## src/rtl/axibram_rd_devmux.sv

```systemverilog
// axibram_rd_devmux: steers an AXI BRAM read engine across NUM_DEV devices with a
// select pipeline matched to ren/regen and a ready watchdog that drains hung bursts.
module axibram_rd_devmux #(
  parameter int ADDRESS_BITS = 10,
  parameter int SEL_BITS = 2,
  parameter int NUM_DEV = 4,
  parameter int TIMEOUT_BITS = 8,
  parameter logic [31:0] TIMEOUT_DATA = 32'hDEADBEEF
) (
  input  logic aclk,
  input  logic rst,
  input  logic [ADDRESS_BITS-1:0] pre_araddr,
  input  logic start_burst,
  input  logic [ADDRESS_BITS-1:0] bram_raddr,
  input  logic bram_ren,
  input  logic bram_regen,
  output logic dev_ready,
  output logic [31:0] bram_rdata,
  output logic [ADDRESS_BITS-SEL_BITS-1:0] dev_raddr,
  output logic [NUM_DEV-1:0] dev_ren,
  output logic [NUM_DEV-1:0] dev_regen,
  input  logic [NUM_DEV-1:0] dev_rdy_in,
  input  logic [32*NUM_DEV-1:0] dev_rdata,
  output logic timeout_err,
  input  logic clr_err
);
  localparam int NS = 2**SEL_BITS;
  logic [SEL_BITS-1:0] sel_q, sel_d, sel_d1_q, sel_d1_d, sel_d2_q, sel_d2_d;
  logic to_d1_q, to_d1_d, to_d2_q, to_d2_d, err_q, err_d;
  logic [TIMEOUT_BITS-1:0] wd_cnt_q, wd_cnt_d;
  logic [NS-1:0] mapped, rdy_pad;
  logic [31:0] rdata_arr [NS];
  logic wd_expired, unused_addr;
  // Pad per-device vectors to the full select range so unmapped selects index safely.
  for (genvar g = 0; g < NS; g++) begin : g_dev
    if (g < NUM_DEV) begin : g_m
      assign mapped[g] = 1'b1;
      assign rdy_pad[g] = dev_rdy_in[g];
      assign rdata_arr[g] = dev_rdata[32*g +: 32];
      assign dev_ren[g] = bram_ren & (sel_q == SEL_BITS'(g)) & ~wd_expired;
      assign dev_regen[g] = bram_regen & (sel_d1_q == SEL_BITS'(g));
    end else begin : g_u
      assign mapped[g] = 1'b0;
      assign rdy_pad[g] = 1'b0;
      assign rdata_arr[g] = '0;
    end
  end
  assign unused_addr = ^{bram_raddr[ADDRESS_BITS-1 -: SEL_BITS], pre_araddr[ADDRESS_BITS-SEL_BITS-1:0]};
  assign wd_expired = &wd_cnt_q;
  assign dev_raddr = bram_raddr[ADDRESS_BITS-SEL_BITS-1:0];
  assign dev_ready = ~mapped[sel_q] | wd_expired | rdy_pad[sel_q];
  assign timeout_err = err_q;
  assign bram_rdata = to_d2_q ? (mapped[sel_d2_q] ? TIMEOUT_DATA : 32'h0) : rdata_arr[sel_d2_q];
  always_comb begin
    sel_d = start_burst ? pre_araddr[ADDRESS_BITS-1 -: SEL_BITS] : sel_q;
    sel_d1_d = bram_ren ? sel_q : sel_d1_q;
    to_d1_d = bram_ren ? (wd_expired | ~mapped[sel_q]) : to_d1_q;
    sel_d2_d = bram_regen ? sel_d1_q : sel_d2_q;
    to_d2_d = bram_regen ? to_d1_q : to_d2_q;
    wd_cnt_d = (start_burst | rdy_pad[sel_q] | ~mapped[sel_q]) ? '0 :
               wd_expired ? wd_cnt_q : wd_cnt_q + 1'b1;
    // Error sets only on the transition into saturation so clr_err works while still expired.
    err_d = (&wd_cnt_d & ~wd_expired) | (err_q & ~clr_err);
  end
  always_ff @(posedge aclk or posedge rst) begin
    if (rst) begin
      sel_q <= '0;
      sel_d1_q <= '0;
      sel_d2_q <= '0;
      to_d1_q <= 1'b0;
      to_d2_q <= 1'b0;
      wd_cnt_q <= '0;
      err_q <= 1'b0;
    end else begin
      sel_q <= sel_d;
      sel_d1_q <= sel_d1_d;
      sel_d2_q <= sel_d2_d;
      to_d1_q <= to_d1_d;
      to_d2_q <= to_d2_d;
      wd_cnt_q <= wd_cnt_d;
      err_q <= err_d;
    end
  end
endmodule

```

## config.mk

```make
export PLATFORM = sky130hd
export DESIGN_NAME = axibram_rd_devmux
export DESIGN_NICKNAME = d
export VERILOG_FILES = /design/src/rtl/axibram_rd_devmux.sv
export SDC_FILE = /design/constraint.sdc
export NUM_CORES = 1
export LEC_CHECK = 0
export CAP_MARGIN = 30
export CORE_ASPECT_RATIO = 0.7
export CORE_UTILIZATION = 26
export CTS_CLUSTER_DIAMETER = 120
export DETAILED_ROUTE_END_ITERATION = 6
export MAX_ROUTING_LAYER = met4
export PLACE_DENSITY = 0.78
export SYNTH_ARGS = -nofsm -noshare
export SYNTH_HDL_FRONTEND = slang
export SYNTH_SLANG_ARGS = --single-unit
export TNS_END_PERCENT = 1
```

## constraint.sdc

```tcl
create_clock -name aclk -period 1.8 [get_ports aclk]
set_input_delay 0.36 -clock aclk [delete_from_list [all_inputs] [get_ports aclk]]
set_output_delay 0.36 -clock aclk [all_outputs]
set_load 0.02 [all_outputs]
```

After elaboration in Yosys (flattened, before gate mapping)
Cells that the tools add are included.

$mul: 0. Div/mod/pow operators: 0. Mux-type cells: 13. Equal/unequal tests: 6. Reduce and logical (&&, ||, !) cells: 4. Add/subtract/negate cells: 1. Bitwise operators: 23. Order comparisons: 3. Shifts and indexed selects: 0.

Operators with widths (number): 32-bit 2-to-1 mux (4); 32-bit binary-select mux with 2-bit select (1); 8-bit 2-to-1 mux (2); 8-bit AND reduction (2); 1-bit AND (14); 8-bit by 1-bit adder with 8-bit output (second input constant) (1); 2-bit == test (second input constant) (4); 1-bit binary-select mux with 2-bit select (3); 2-bit by 3-bit < comparator with 1-bit output (second input constant) (2); 1-bit OR (5); 2-bit by 1-bit == test with 1-bit output (second input constant) (2); 2-bit logical NOT (2); 3-bit >= comparator (second input constant) (1); 1-bit 2-to-1 mux (3); 1-bit inverter (3); 2-bit inverter with 3-bit output (1).

Latch bits: 0. Bits in writable memories: 0. Register bits after elaboration: 17. Memory bits (read-only): 0. Logic and storage cells: 57. Output and inout port bits: 50. Bits of input ports: 158. Memories: 0.

Depth between registers and ports, before layout
Gate-level depths: netlist of the first run.

Depth after elaboration: 8. Mapped depth: 7.

Worst setup path before layout of the first run
OpenSTA, ideal clock, no wires.

Path kind: reg-to-output. Start point: reg wd_cnt_q[0]. End point: out dev_ren[2]. Path slack: -0.166 ns. Arrival: 1.606 ns. Stages on the path, launching flop included: 7. Buffers on the path: 1. Cell sequence: dfrtp_1 -> ha_1 -> nand3_2 -> or2_0 -> buf_2 -> nand2_1 -> nor3b_1.

Word-level cells in the longest chain between the ends: 3.

Ends and longest elaborated chain: from (decl) (RTL line 30) `logic [TIMEOUT_BITS-1:0] wd_cnt_q, wd_cnt_d;`; from (signal assigned) (RTL line 80) `wd_cnt_q <= wd_cnt_d;`; 8-bit AND reduction (RTL line 49) `assign wd_expired = &wd_cnt_q;`; 1-bit inverter (RTL line 40) `assign dev_ren[g] = bram_ren & (sel_q == SEL_BITS'(g)) & ~wd_expired;`; 1-bit AND (RTL line 40); to (decl) (RTL line 20) `output logic [NUM_DEV-1:0] dev_ren,`.

No other way between the ends.

Worst setup path in the final report of the first run
Start point: reg sel_d2_q[0]. End point: out bram_rdata[30].

Word-level cells in the longest chain between the ends: 5.

Ends and longest elaborated chain: from (decl) (RTL line 28) `logic [SEL_BITS-1:0] sel_q, sel_d, sel_d1_q, sel_d1_d, sel_d2_q, sel_d2_d;`; from (signal assigned) (RTL line 77) `sel_d2_q <= sel_d2_d;`; 2-bit inverter with 3-bit output (implied by the code) (RTL line 53) `assign bram_rdata = to_d2_q ? (mapped[sel_d2_q] ? TIMEOUT_DATA : 32'h0) : rdata_arr[sel_d2_q];`; 32-bit binary-select mux with 2-bit select (RTL line 53); 32-bit 2-to-1 mux (implied by the code) (2 in a row) (RTL line 53); 32-bit 2-to-1 mux * (RTL line 53); to (decl) (RTL line 18) `output logic [31:0] bram_rdata,`.

Every way passes the cells marked *; elsewhere a longest branch is shown, timed or not. The select of a mux whose other input is x is not followed.

==> impl_results.rst, run 1 <==
.. list-table::
   :header-rows: 1

   * - Metric
     - Value
   * - RSZ-0062 raised after global routing
     - true
   * - Starting utilization of the core area
     - 26.87%
   * - Result of the run
     - complete, but fails checks
   * - Clock sink total
     - 17
   * - Largest driver fanout on the critical path
     - 7
   * - Portion of total power attributed to the clock network
     - 12.8%
   * - DRC violations left
     - 0
   * - Vertical extent of the die
     - 74.77 um
   * - Layout net count
     - 532
   * - Net load switching power
     - 752.9 uW
   * - Failing checks
     - negative setup slack
   * - Register bit total from synthesis
     - 17
   * - Actual transition at the worst max-transition pin
     - 0.3031 ns
   * - Post-Synthesis Mean Instance Area
     - 11.57 um2
   * - Die area
     - 7922 um2
   * - Max Fclk
     - 456.7 MHz
   * - Detail Placement HPWL
     - 6679 um
   * - Via density per instance
     - 4.700
   * - Fraction of the core area covered by cells at the end of the flow
     - 55.64%
   * - Clock-pin slew reported for the worst setup and hold paths after clock tree synthesis
     - 0.06 ns
   * - Count of max-cap constraint violations
     - 0
   * - Die Width
     - 106.0 um
   * - Post-synthesis sequential area ratio
     - 21.63%
   * - 1st-pass router iterations
     - 5
   * - Clock tree from TritonCTS
     - yes
   * - FFs w/ async S/R, synth
     - 100.0%
   * - Pwr dens
     - 538.2 nW/um2
   * - Share of post-route cells with drive strength above 1
     - 37.90%
   * - Post-layout power
     - 2192 uW
   * - Wire per inst
     - 17.19 um
   * - Endpoints failing setup
     - 33
   * - Post-layout minimum cycle time
     - 2.189 ns
   * - Routed Wire Length
     - 8080 um
   * - Maximum number of pins on one net before global-route repair
     - 34
   * - Peak supply drop
     - 0.0003740 V
   * - Clock tree root buffer cell
     - clkbuf_8
   * - Share of power burned in combinational logic
     - 67.2%
   * - Post-DRT Antenna Nets
     - 0
   * - Max-Slew Margin vs Limit
     - 79.75%
   * - Number of CTS-inserted buffers
     - 3
   * - Worst setup SP type
     - flop
   * - Share of the clock period used by the worst path
     - 121.6%
   * - List of cells traversed by the critical path
     - buf_6 -> buf_16 -> mux4_2 -> or2_2 -> buf_2
   * - Number of buffers inserted by hold repair at cts
     - 0
   * - DP Worst Slack
     - -0.7297 ns
   * - Final-report hold violation count
     - 0
   * - Fraction of power consumed by sequential logic
     - 19.9%
   * - Via count of the first global-routing pass
     - 2,121
   * - Initial antenna violation count
     - 0
   * - Yosys warnings
     - 0
   * - Cell type of the slowest stage on the worst timing path
     - mux4_2
   * - Post-synthesis instance total
     - 170
   * - Setup slack of the critical path after layout
     - -0.3895 ns
   * - Layout area overhead
     - 107.1%
   * - Maximum clock skew at final layout
     - 0.001670 ns
   * - Critical path endpoint category
     - output port
   * - Clock latency on the worst-skew pair
     - 0.25 ns
   * - First-pass GRT wire length
     - 11,310 um
   * - Core box area
     - 7320 um2
   * - Post-synthesis instance area
     - 1967 um2
   * - Critical path data arrival time
     - 1.83 ns
   * - Class of the tightest hold or removal check
     - in2async
   * - CP peak stage delay
     - 0.48 ns
   * - Family of cells with the greatest summed delay on the critical path
     - multiplexers
   * - Required time reported for the critical path endpoint
     - 1.44 ns
   * - Count of port buffers added during placement
     - 181
   * - GRT Residual Overflow
     - 0
   * - Detailed-route via count
     - 2,209
   * - Count of cell types in the netlist
     - 40
   * - Number of violations reported at the end of detailed-routing iteration 0
     - 75
   * - # H-tree levels
     - 1
   * - Row cnt
     - 26
   * - Routability-driven placement congestion ratio
     - 0.8012
   * - Pins over their slew limit
     - 0
   * - Cell internal pwr
     - 1439 uW
   * - Num ports
     - 208
   * - Total global-route track usage
     - 19.07%
   * - Worst setup path category
     - reg2out
   * - Buffers & Inverters on Critical Path
     - 3
   * - Antenna Cells
     - 0
   * - Leak Pwr
     - 0.001686 uW
   * - Switching power share of the total
     - 34.34%
   * - Main synth FF type
     - dfrtp_1
   * - Number of synthesized flops with an enable pin
     - 0
   * - Buffers from clock root to sink, at most
     - 2
   * - Net count after synthesis
     - 329
==> state kept, by name (all words and copies together) (netlist names) <==
register     cells
sel_q            2
wd_cnt_q         8
sel_d2_q         2
timeout_err      1
to_d1_q          1
sel_d1_q         2
to_d2_q          1
==> layout make-up <==
cell class              count  area (um2)
repair buffers            219        2043
multi-input cells         129        1423
inverters                   3       11.26
flip-flops and latches     17       427.9
clock buffers               4       45.04
well taps                  98       122.6
fillers                   638        3247
==> cells by family (layout without fill, tap and decap cells) <==
kind of cell / count (synthesis) / count (layout) / share of synthesized area, %
buf+inv: 24 / 226 / 8.206
simple gates: 70 / 70 / 20.80
fa+ha+maj: 1 / 1 / 0.6360
mux: 39 / 39 / 40.71
xor+xnor: 4 / 4 / 1.781
compound gates: 15 / 15 / 6.234
flops: 17 / 17 / 21.63
==> what timing repair did <==
item | CTS | global route
resized for setup | 170 | 15
gates cloned | 1 | 1
pin swaps | 2 | 0
buffers inserted | 3 | 0
endpoints found under the hold margin | 0 | 0
setup endpoints to repair | 41 | 41
==> power groups by stage <==
stage	sequential [uW]	combinational [uW]	clock (uW)
2_1_floorplan	425	799	0
3_3_place_gp	436	1530	0
3_5_place_dp	437	1550	0
4_1_cts	433	1450	293
5_1_grt	439	1560	305
6_report	437	1470	282
==> layout by cell type (no fill, tap or decap), types with 2 or more instances in the layout <==
cell type | netlist | final
nor2_1 | 11 | 10
dfrtp_2 | 0 | 2
buf_6 | 5 | 6
inv_1 | 3 | 3
mux2i_2 | 1 | 2
and3_1 | 2 | 2
clkbuf_2 | 0 | 2
clkdlybuf4s50_1 | 0 | 140
mux4_2 | 32 | 32
mux2_2 | 5 | 5
buf_2 | 3 | 29
a31oi_1 | 3 | 3
nor2b_1 | 10 | 10
a21o_1 | 2 | 2
or2_2 | 5 | 5
xnor2_1 | 3 | 2
and3_2 | 2 | 2
o21ai_0 | 3 | 3
clkbuf_8 | 0 | 3
dfrtp_1 | 17 | 15
buf_12 | 0 | 5
nand2_1 | 7 | 6
nor3b_1 | 3 | 2
nand3_1 | 2 | 2
nor3_1 | 2 | 2
buf_4 | 8 | 33
or2_1 | 19 | 19
==> synthesized netlist by cell type, types with 2 or more instances <==
master    count  area share, %
mux4_2       32             37
or2_1        19            6.0
dfrtp_1      17             22
nor2_1       11            2.1
nor2b_1      10            3.2
buf_4         8            3.1
nand2_1       7            1.3
buf_6         5            2.9
clkbuf_1      5           0.95
mux2_2        5            2.9
or2_2         5            1.6
a31oi_1       3           0.95
buf_2         3           0.76
inv_1         3           0.57
nor3b_1       3            1.1
o21ai_0       3           0.76
xnor2_1       3            1.3
a21o_1        2           0.76
and3_1        2           0.64
and3_2        2           0.76
nand3_1       2           0.51
nor3_1        2           0.51
==> final timing paths <==
path / start / to / slack [ns] / cells after the start
worst max-delay path: sel_d2_q[0] / bram_rdata[30] / -0.39 / 5
worst min-delay path: rst / timeout_err / 0.43 / 3
worst max register to register: wd_cnt_q[0] / timeout_err / 0.15 / 7
worst min register to register: to_d1_q / to_d1_q / 0.51 / 1
max in group asynchronous: rst / sel_d2_q[0] / 1.16 / 3
min in group aclk: to_d1_q / to_d1_q / 0.51 / 1
==> worst register-to-register path, delay by kind of cell, from the launching register on <==
family          cells  cell delay (ns)
fa+ha+maj           1             0.18
xor+xnor            1             0.15
buf+inv             1             0.14
simple gates        2             0.38
compound gates      2             0.28
flops               1             0.41
==> per-stage QoR <==
stage / hold WS (ns) / cells / cell area (um2) / setup TNS, ns
floorplan: 0.2861 / 170 / 1972 / -0.1495
global route: 0.4732 / 470 / 4073 / -12.22
CTS: 0.4393 / 469 / 4018 / -10.66
finish: 0.4281 / 470 / 4073 / -10.25
detailed placement: 0.4918 / 461 / 4068 / -20.04
global placement: 0.4861 / 461 / 4068 / -19.53
==> per-layer routing <==
metal  up-vias  GRT usage [%]  share of wire (%)
met5         -              -                  0
met4         0          4.321                1.3
met3         6          3.636                6.1
met2        96          31.23                 51
met1      1063          24.82                 42
li1       1044              -                  -
No activity file was read; power rests on OpenSTA's default activity.
==> run 2, diff against run 1 <==
Settings changed: CORE_MARGIN set to 1.
==> results of run 2 <==
The final DEF is identical to that of run 1; final timing and power are the same.
==> run 3, diff against run 2 <==
Settings changed: CAP_MARGIN 30 to 10.
==> results of run 3 <==
The final DEF is identical to that of run 1; final timing and power are the same.
